$ cat src/rtl/uart_tx.sv
// UART transmitter: start bit, DATA_W data bits MSB first, optional parity, STOP_BITS stop bits.
// A one-word holding register lets consecutive frames go out with no idle gap.
module uart_tx #(
    parameter int DATA_W       = 8,
    parameter int CLKS_PER_BIT = 1,
    parameter int PARITY_EN    = 0,
    parameter int PARITY_ODD   = 0,
    parameter int STOP_BITS    = 1
) (
    input  logic              sck,
    input  logic              rst,
    input  logic [DATA_W-1:0] data_in,
    input  logic              valid_in,
    output logic              ready_out,
    output logic              TX,
    output logic              busy,
    output logic              tx_done
);

    localparam int CNT_W = (CLKS_PER_BIT > 1) ? $clog2(CLKS_PER_BIT) : 1;
    localparam int BIT_W = 4;
    localparam logic [CNT_W-1:0] BAUD_LAST = CNT_W'(CLKS_PER_BIT - 1);
    localparam logic [BIT_W-1:0] DATA_LAST = BIT_W'(DATA_W - 1);
    localparam logic [BIT_W-1:0] STOP_LAST = BIT_W'(STOP_BITS - 1);

    typedef enum logic [2:0] {IDLE, START, DATA, PARITY, STOP} state_t;

    state_t            state_q, state_d;
    logic [CNT_W-1:0]  baud_q, baud_d;
    logic [BIT_W-1:0]  bit_q, bit_d;
    logic              tx_q, tx_d;
    logic              full_q, full_d;
    logic              done_q, done_d;
    logic [DATA_W-1:0] hold_q, hold_d;
    logic [DATA_W-1:0] shift_q, shift_d;
    logic              par_q, par_d;
    logic              wrap, accept, load;
    logic [DATA_W-1:0] load_word;

    always_comb begin
        state_d   = state_q;
        bit_d     = bit_q;
        tx_d      = tx_q;
        full_d    = full_q;
        hold_d    = hold_q;
        shift_d   = shift_q;
        par_d     = par_q;
        load      = 1'b0;
        load_word = hold_q;
        wrap      = (baud_q == BAUD_LAST);
        accept    = valid_in && !full_q;
        baud_d    = (state_q == IDLE || wrap) ? '0 : baud_q + CNT_W'(1);

        if (accept) begin
            hold_d = data_in;
            full_d = 1'b1;
        end

        case (state_q)
            IDLE: begin
                tx_d = 1'b1;
                if (full_q) load = 1'b1;
            end
            START: if (wrap) begin
                state_d = DATA;
                bit_d   = '0;
                tx_d    = shift_q[DATA_W-1];
                shift_d = shift_q << 1;
            end
            DATA: if (wrap) begin
                if (bit_q == DATA_LAST) begin
                    bit_d = '0;
                    if (PARITY_EN != 0) begin
                        state_d = PARITY;
                        tx_d    = par_q;
                    end else begin
                        state_d = STOP;
                        tx_d    = 1'b1;
                    end
                end else begin
                    bit_d   = bit_q + BIT_W'(1);
                    tx_d    = shift_q[DATA_W-1];
                    shift_d = shift_q << 1;
                end
            end
            PARITY: if (wrap) begin
                state_d = STOP;
                bit_d   = '0;
                tx_d    = 1'b1;
            end
            STOP: if (wrap) begin
                if (bit_q == STOP_LAST) begin
                    // A word arriving on the final stop edge goes straight to the shifter.
                    if (full_q) begin
                        load = 1'b1;
                    end else if (accept) begin
                        load      = 1'b1;
                        load_word = data_in;
                    end else begin
                        state_d = IDLE;
                        tx_d    = 1'b1;
                    end
                end else begin
                    bit_d = bit_q + BIT_W'(1);
                end
            end
            default: state_d = IDLE;
        endcase

        if (load) begin
            shift_d = load_word;
            par_d   = (^load_word) ^ (PARITY_ODD != 0);
            full_d  = 1'b0;
            state_d = START;
            tx_d    = 1'b0;
            bit_d   = '0;
            baud_d  = '0;
        end

        done_d = (state_d == STOP) && (baud_d == BAUD_LAST) && (bit_d == STOP_LAST);
    end

    always_ff @(posedge sck or posedge rst) begin
        if (rst) begin
            state_q <= IDLE;
            baud_q  <= '0;
            bit_q   <= '0;
            tx_q    <= 1'b1;
            full_q  <= 1'b0;
            done_q  <= 1'b0;
        end else begin
            state_q <= state_d;
            baud_q  <= baud_d;
            bit_q   <= bit_d;
            tx_q    <= tx_d;
            full_q  <= full_d;
            done_q  <= done_d;
        end
    end

    // Data-path registers carry no reset; full_q/state_q qualify their contents.
    always_ff @(posedge sck) begin
        hold_q  <= hold_d;
        shift_q <= shift_d;
        par_q   <= par_d;
    end

    assign TX        = tx_q;
    assign ready_out = !full_q;
    assign busy      = (state_q != IDLE) || full_q;
    assign tx_done   = done_q;

endmodule
$ cat config.mk
export PLATFORM = sky130hd
export DESIGN_NAME = uart_tx
export DESIGN_NICKNAME = d
export VERILOG_FILES = /design/src/rtl/uart_tx.sv
export SDC_FILE = /design/constraint.sdc
export NUM_CORES = 1
export LEC_CHECK = 0
export CAP_MARGIN = 15
export CORE_ASPECT_RATIO = 0.5
export CORE_MARGIN = 10
export CORE_UTILIZATION = 45
export CTS_CLUSTER_SIZE = 24
export DETAILED_ROUTE_END_ITERATION = 12
export GPL_ROUTABILITY_DRIVEN = 0
export PLACE_DENSITY_LB_ADDON = 0.15
export RECOVER_POWER = 25
export SLEW_MARGIN = 0
export SYNTH_ARGS = -nofsm -noshare
export SYNTH_HDL_FRONTEND = slang
export SYNTH_SLANG_ARGS = --single-unit
$ cat constraint.sdc
create_clock -name sck -period 4.7 [get_ports sck]
set_input_delay 0.94 -clock sck [delete_from_list [all_inputs] [get_ports sck]]
set_output_delay 0.94 -clock sck [all_outputs]
set_load 0.01 [all_outputs]
Word level (Yosys, flattened, before mapping) --
Index checks and enable logic that the tools add are counted.
Storage, ports and cells: output and inout bits 4, flip-flop bits (word level) 27
Cells by class: equality and inequality tests 14, reductions and logical operators 16, add/sub/neg operators 2, bitwise logic cells 2, multiplexer cells 47
Operators with widths (count):
- $mux 8 | 9
- $mux 3 | 9
- $mux 4 | 6
- $ne 3x3->1 const B | 8
- $mux 1 | 18
- $pmux 8 s2 | 1
- $pmux 3 s5 | 1
- $pmux 4 s3 | 1
- $logic_not 4->1 | 2
- $reduce_and 8->1 | 1
- $eq 3x2->1 const B | 2
- $eq 3x3->1 const B | 2
- $reduce_bool 3->1 | 2
- $reduce_bool 6->1 | 1
- $pmux 1 s5 | 1
- $add 4x1->4 const B | 1
- $eq 4x3->1 const B | 1
- $reduce_and 4->1 | 1
- $eq 3x1->1 const B | 1
- $logic_and 1x1->1 | 3
- $logic_not 3->1 | 1
- $logic_or 1x1->1 | 2
- $not 1->1 | 2
- $pmux 1 s2 | 1
- 4 further kinds | 4

Logic depth before layout (Yosys ltp) --
depth in word-level cells 11, mapped depth 9

Least setup slack after synthesis --
Ideal clock, no wire load.
path kind register to register, from reg bit_q[0], to reg shift_q[0], enable pin, path slack 2321 ps, required time 4313 ps, arrival 1992 ps, cell stages (with the launch flop) 9, clock period less this slack 2379 ps, cell sequence dfrtp_1 > inv_1 > ha_1 > or3b_4 > o21a_1 > or3_1 > buf_6 > buf_6 > o31ai_1
Between the ends: cells in the longest elaborated chain, start to end 6, elaborated cells on any way between the ends 10
Ends and longest elaborated chain:
- from (decl) | RTL line 30 | logic [BIT_W-1:0] bit_q, bit_d;
- from (signal assigned) | RTL line 134 | bit_q <= bit_d;
- $logic_not 4->1 | RTL line 92 | if (bit_q == STOP_LAST) begin
- $mux 1 | RTL line 92
- $mux 1 | RTL line 91 | STOP: if (wrap) begin
- $pmux 1 s2 | RTL line 59 | case (state_q)
- $ne 3x3->1 (no source line) / $reduce_bool 3->1 (equally long branches)
- $reduce_and 4->1 (no source line) (*)
- to (signal assigned) | RTL line 144 | shift_q <= shift_d;
- to (decl) | RTL line 35 | logic [DATA_W-1:0] shift_q, shift_d;
Mark *: on every way between the ends. The rest lies on a longest branch, timed or not. A chain may end at the register's enable or synchronous reset.

Worst setup path after layout --
from reg state_q[1], to out busy
Between the ends: cells in the longest elaborated chain, start to end 2
Ends and longest elaborated chain:
- from (decl) | RTL line 28 | state_t state_q, state_d;
- from (signal assigned) | RTL line 132 | state_q <= state_d;
- $reduce_bool 3->1 | RTL line 150 | assign busy = (state_q != IDLE) || full_q;
- $logic_or 1x1->1 | RTL line 150
- to (decl) | RTL line 16 | output logic busy,
No other way between the ends.

==> impl_results.md <==
* Mux share of post-synthesis cell area at 12.3%
* Clock latency on the worst-skew pair at 0.27 ns
* Seq/Total Area, Yosys at 49.0%
* Final #Nets at 157
* CTS root buffer: clkbuf_8
* # Post-CTS Setup Buffers at 0
* VDD IR max at 0.298 mV
* # IOs at 15
* Number of enable flip-flop cells after synthesis at 8
* CP Class: flip-flop to output pin
* Hold-fix buffer count after cts at 0
* Num CTS Buffers at 3
* Ys async rst share at 40.7%
* Period Utilization, post-route at 62.4%
* Worst Path Arrival at 1.99 ns
* Largest family of logic cells by synthesized area: simple AND/OR/NAND/NOR gates
* ANT nets after route at 0
* Via count at 967
* Int Pwr at between 600 and 700 uW
* Drt wl/cell at 13.8 um
* Final Power at 990 uW
* Sw Share at 36.6%
* Antenna violations before repair at 0
* Static leakage at 0.659 nW
* Area delta synth->final at 14.1%
* Mean post-synth cell area at between 10 and 15 um^2
* Commonest non-fill, non-tap cell in the layout: clkdlybuf4s50_1
* HP Class: flip-flop to flip-flop
* Synth cell types at 43
* Pwr/cell area at 628 mW/mm^2
* Initial DRT Pass Iterations at 4
* Ys flop type: dfrtp_1
* Die Span Y at 59.2 um
* CP Max Fanout at 11
* M3 GR Usage at approximately 3.3%
* Post-CTS Resized at 0
* Sequential cell fraction of total power at 45.2%
* Vias/cell at 5.28
* Fin area at around 0.0016 mm^2
* Most used routing layer in global routing: met2
* Simple-Gate Fraction of Synth Area at 18.5%
* Cells after Synth at 132
* Slew headroom at 58.6%
* Row count at 14
* CTS tree: yes
* Die ar. at 0.00582 mm^2
* ANT cells at 0
* Mapped cell area at 0.00138 mm^2
* GRT overflow at 0
* RSZ-0062 raised after global routing: false
* IO Port Bufs at 14
* CTS Sinks at 27
* Met1 usage at approximately a tenth
* Htree depth at 1
* Pre-CTS WS at about 1.8 ns
* YS warnings at 0
* First-pass GRT wire length at 4330 um
* DP Wirelength at 1890 um
* Routed wire length at 2520 um
* CP Capture Type: output pin
* Number of DRC markers in iteration 0 at 17
* Post-synthesis compound-gate area fraction at approximately an eighth
* Met2 usage at 16.4%
* Run status: finished, final reports clean
* CP Launch Type: flip-flop
* Final Hold Fails at 0
* Post-Synth XOR/XNOR Area at under 10%
* Initial Util at 46.6%
* Sw power at 362 uW
* Clock Path Buffers at 2
* Max-cap viol count at 0
* Pins Over Slew Limit at 0
* Critical Path RT at 3.76 ns
* Reg clk slew, reported paths at 0.09 ns
* Placement Cell Area at 0.00152 mm^2
* Synth Register Bits at 27
* Highest-delay cell along the critical path: dfrtp_1
* Clk pwr share at approximately 14%
* Worst clock skew at 0.00286 ns
* Fin Setup TNS at 0 ns
* Crit path cell chain: or2_2 > or3_1 > clkdlybuf4s50_1
* Vias in the first global route at between 900 and 1k
* Worst setup margin at 1.77 ns
* Largest net degree at the start of global routing at 19
* Most used cells in the layout excluding fill and tap cells: 13 x clkdlybuf4s50_1, 11 x nand2_1, 10 x dfrtp_1
* Gr usage total at 8.99%
* Post-synthesis adder-cell area fraction at 1.81%
* Total nets after synthesis at 145
* Clock period minus final worst setup slack at ~3 ns
* Gate power share at 41.0%
* DRC at 0
* Layout cells sized above 1 at 14.0%
* Die Width at about 98 um
* Least-Margin Pin Slew at 0.617 ns
* Worst path max stage delay at 0.51 ns
* Core area at approximately 0.0030 mm^2
* Fmax achieved at between 300 and 400 MHz
* Final setup vio count at 0
-- cells by family (layout without fill, tap and decap cells) --
family,Yosys count,after routing
AND/OR/NAND/NOR,45,45
flip-flops,27,27
AO/OA/AOI/OAI,26,26
multiplexers,16,16
buffers and inverters,13,24
adder cells (fa/ha/maj),2,2
XOR/XNOR,2,2
other,1,1
-- state kept, by name, summed over array words and instances, names as in the netlist --
signal and flops:
TX 1, baud_q 1, bit_q 4, full_q 1, hold_q 8, shift_q 8, state_q 3, tx_done 1
-- per-layer routing --
metal / part of all wire (%) / vias up
met5: 0 / -
met4: 0.48 / 0
met3: 3.3 / 2
met2: 48 / 11
met1: 48 / 458
li1: - / 496
-- area by class of cell --
class                           count  area (um^2)
Clock buffer                        3         41.3
Clock inverter                      1         8.76
Fill cell                         260         1390
Inverter                            5         18.8
Multi-Input combinational cell     92          634
Sequential cell                    27          677
Tap cell                           40         50.0
Timing Repair Buffer               15          145
-- worst max-delay path, delay by kind of cell, from the launching register on --
kind                   cells  cell delay (ns)
buffers and inverters      1             0.49
and+or+nand+nor            2             0.72
DFF                        1             0.51
-- cells in the mapped netlist, types with 4 or more instances --
| cell | instances | area share (%) |
|---|---|---|
| buf_2 | 4 | 1.5 |
| edfxtp_1 | 8 | 17 |
| nor3_1 | 4 | 1.5 |
| o21ai_1 | 7 | 2.5 |
| a21oi_1 | 5 | 1.8 |
| mux2i_1 | 8 | 5.8 |
| nor2_1 | 9 | 2.4 |
| mux2_2 | 8 | 6.5 |
| dfxtp_1 | 8 | 12 |
| dfrtp_1 | 10 | 18 |
| inv_1 | 5 | 1.4 |
| nand2_1 | 11 | 3.0 |
-- final timing paths --
kind / cells past startpoint / slack (ns) / to / from
setup / recovery: 3 / 1.77 / busy / state_q[1]
hold / removal: 2 / 0.50 / TX / TX
setup reg to reg: 7 / 2.03 / shift_q[7] / bit_q[0]
hold reg to reg: 2 / 0.50 / TX / TX
max in group asynchronous: 2 / 3.28 / TX / rst
min in group asynchronous: 2 / 1.09 / state_q[0] / rst
-- power groups by stage --
stage	logic, mW	registers, mW	clock network (mW)
final	0.405	0.447	0.137
after global routing	0.460	0.464	0.151
after CTS	0.403	0.449	0.142
after detailed placement	0.403	0.454	0
after global placement	0.391	0.449	0
after floorplan	0.354	0.418	0
-- stage by stage --
step	hold slack, ns	util (%)	std cells
floorplan	0.473	-	132
global placement	0.479	51.4	178
detailed placement	0.488	51.4	178
CTS	0.504	53.0	182
global route	0.528	53.2	183
finish	0.503	53.2	183
(Power assumes the default switching activity.)
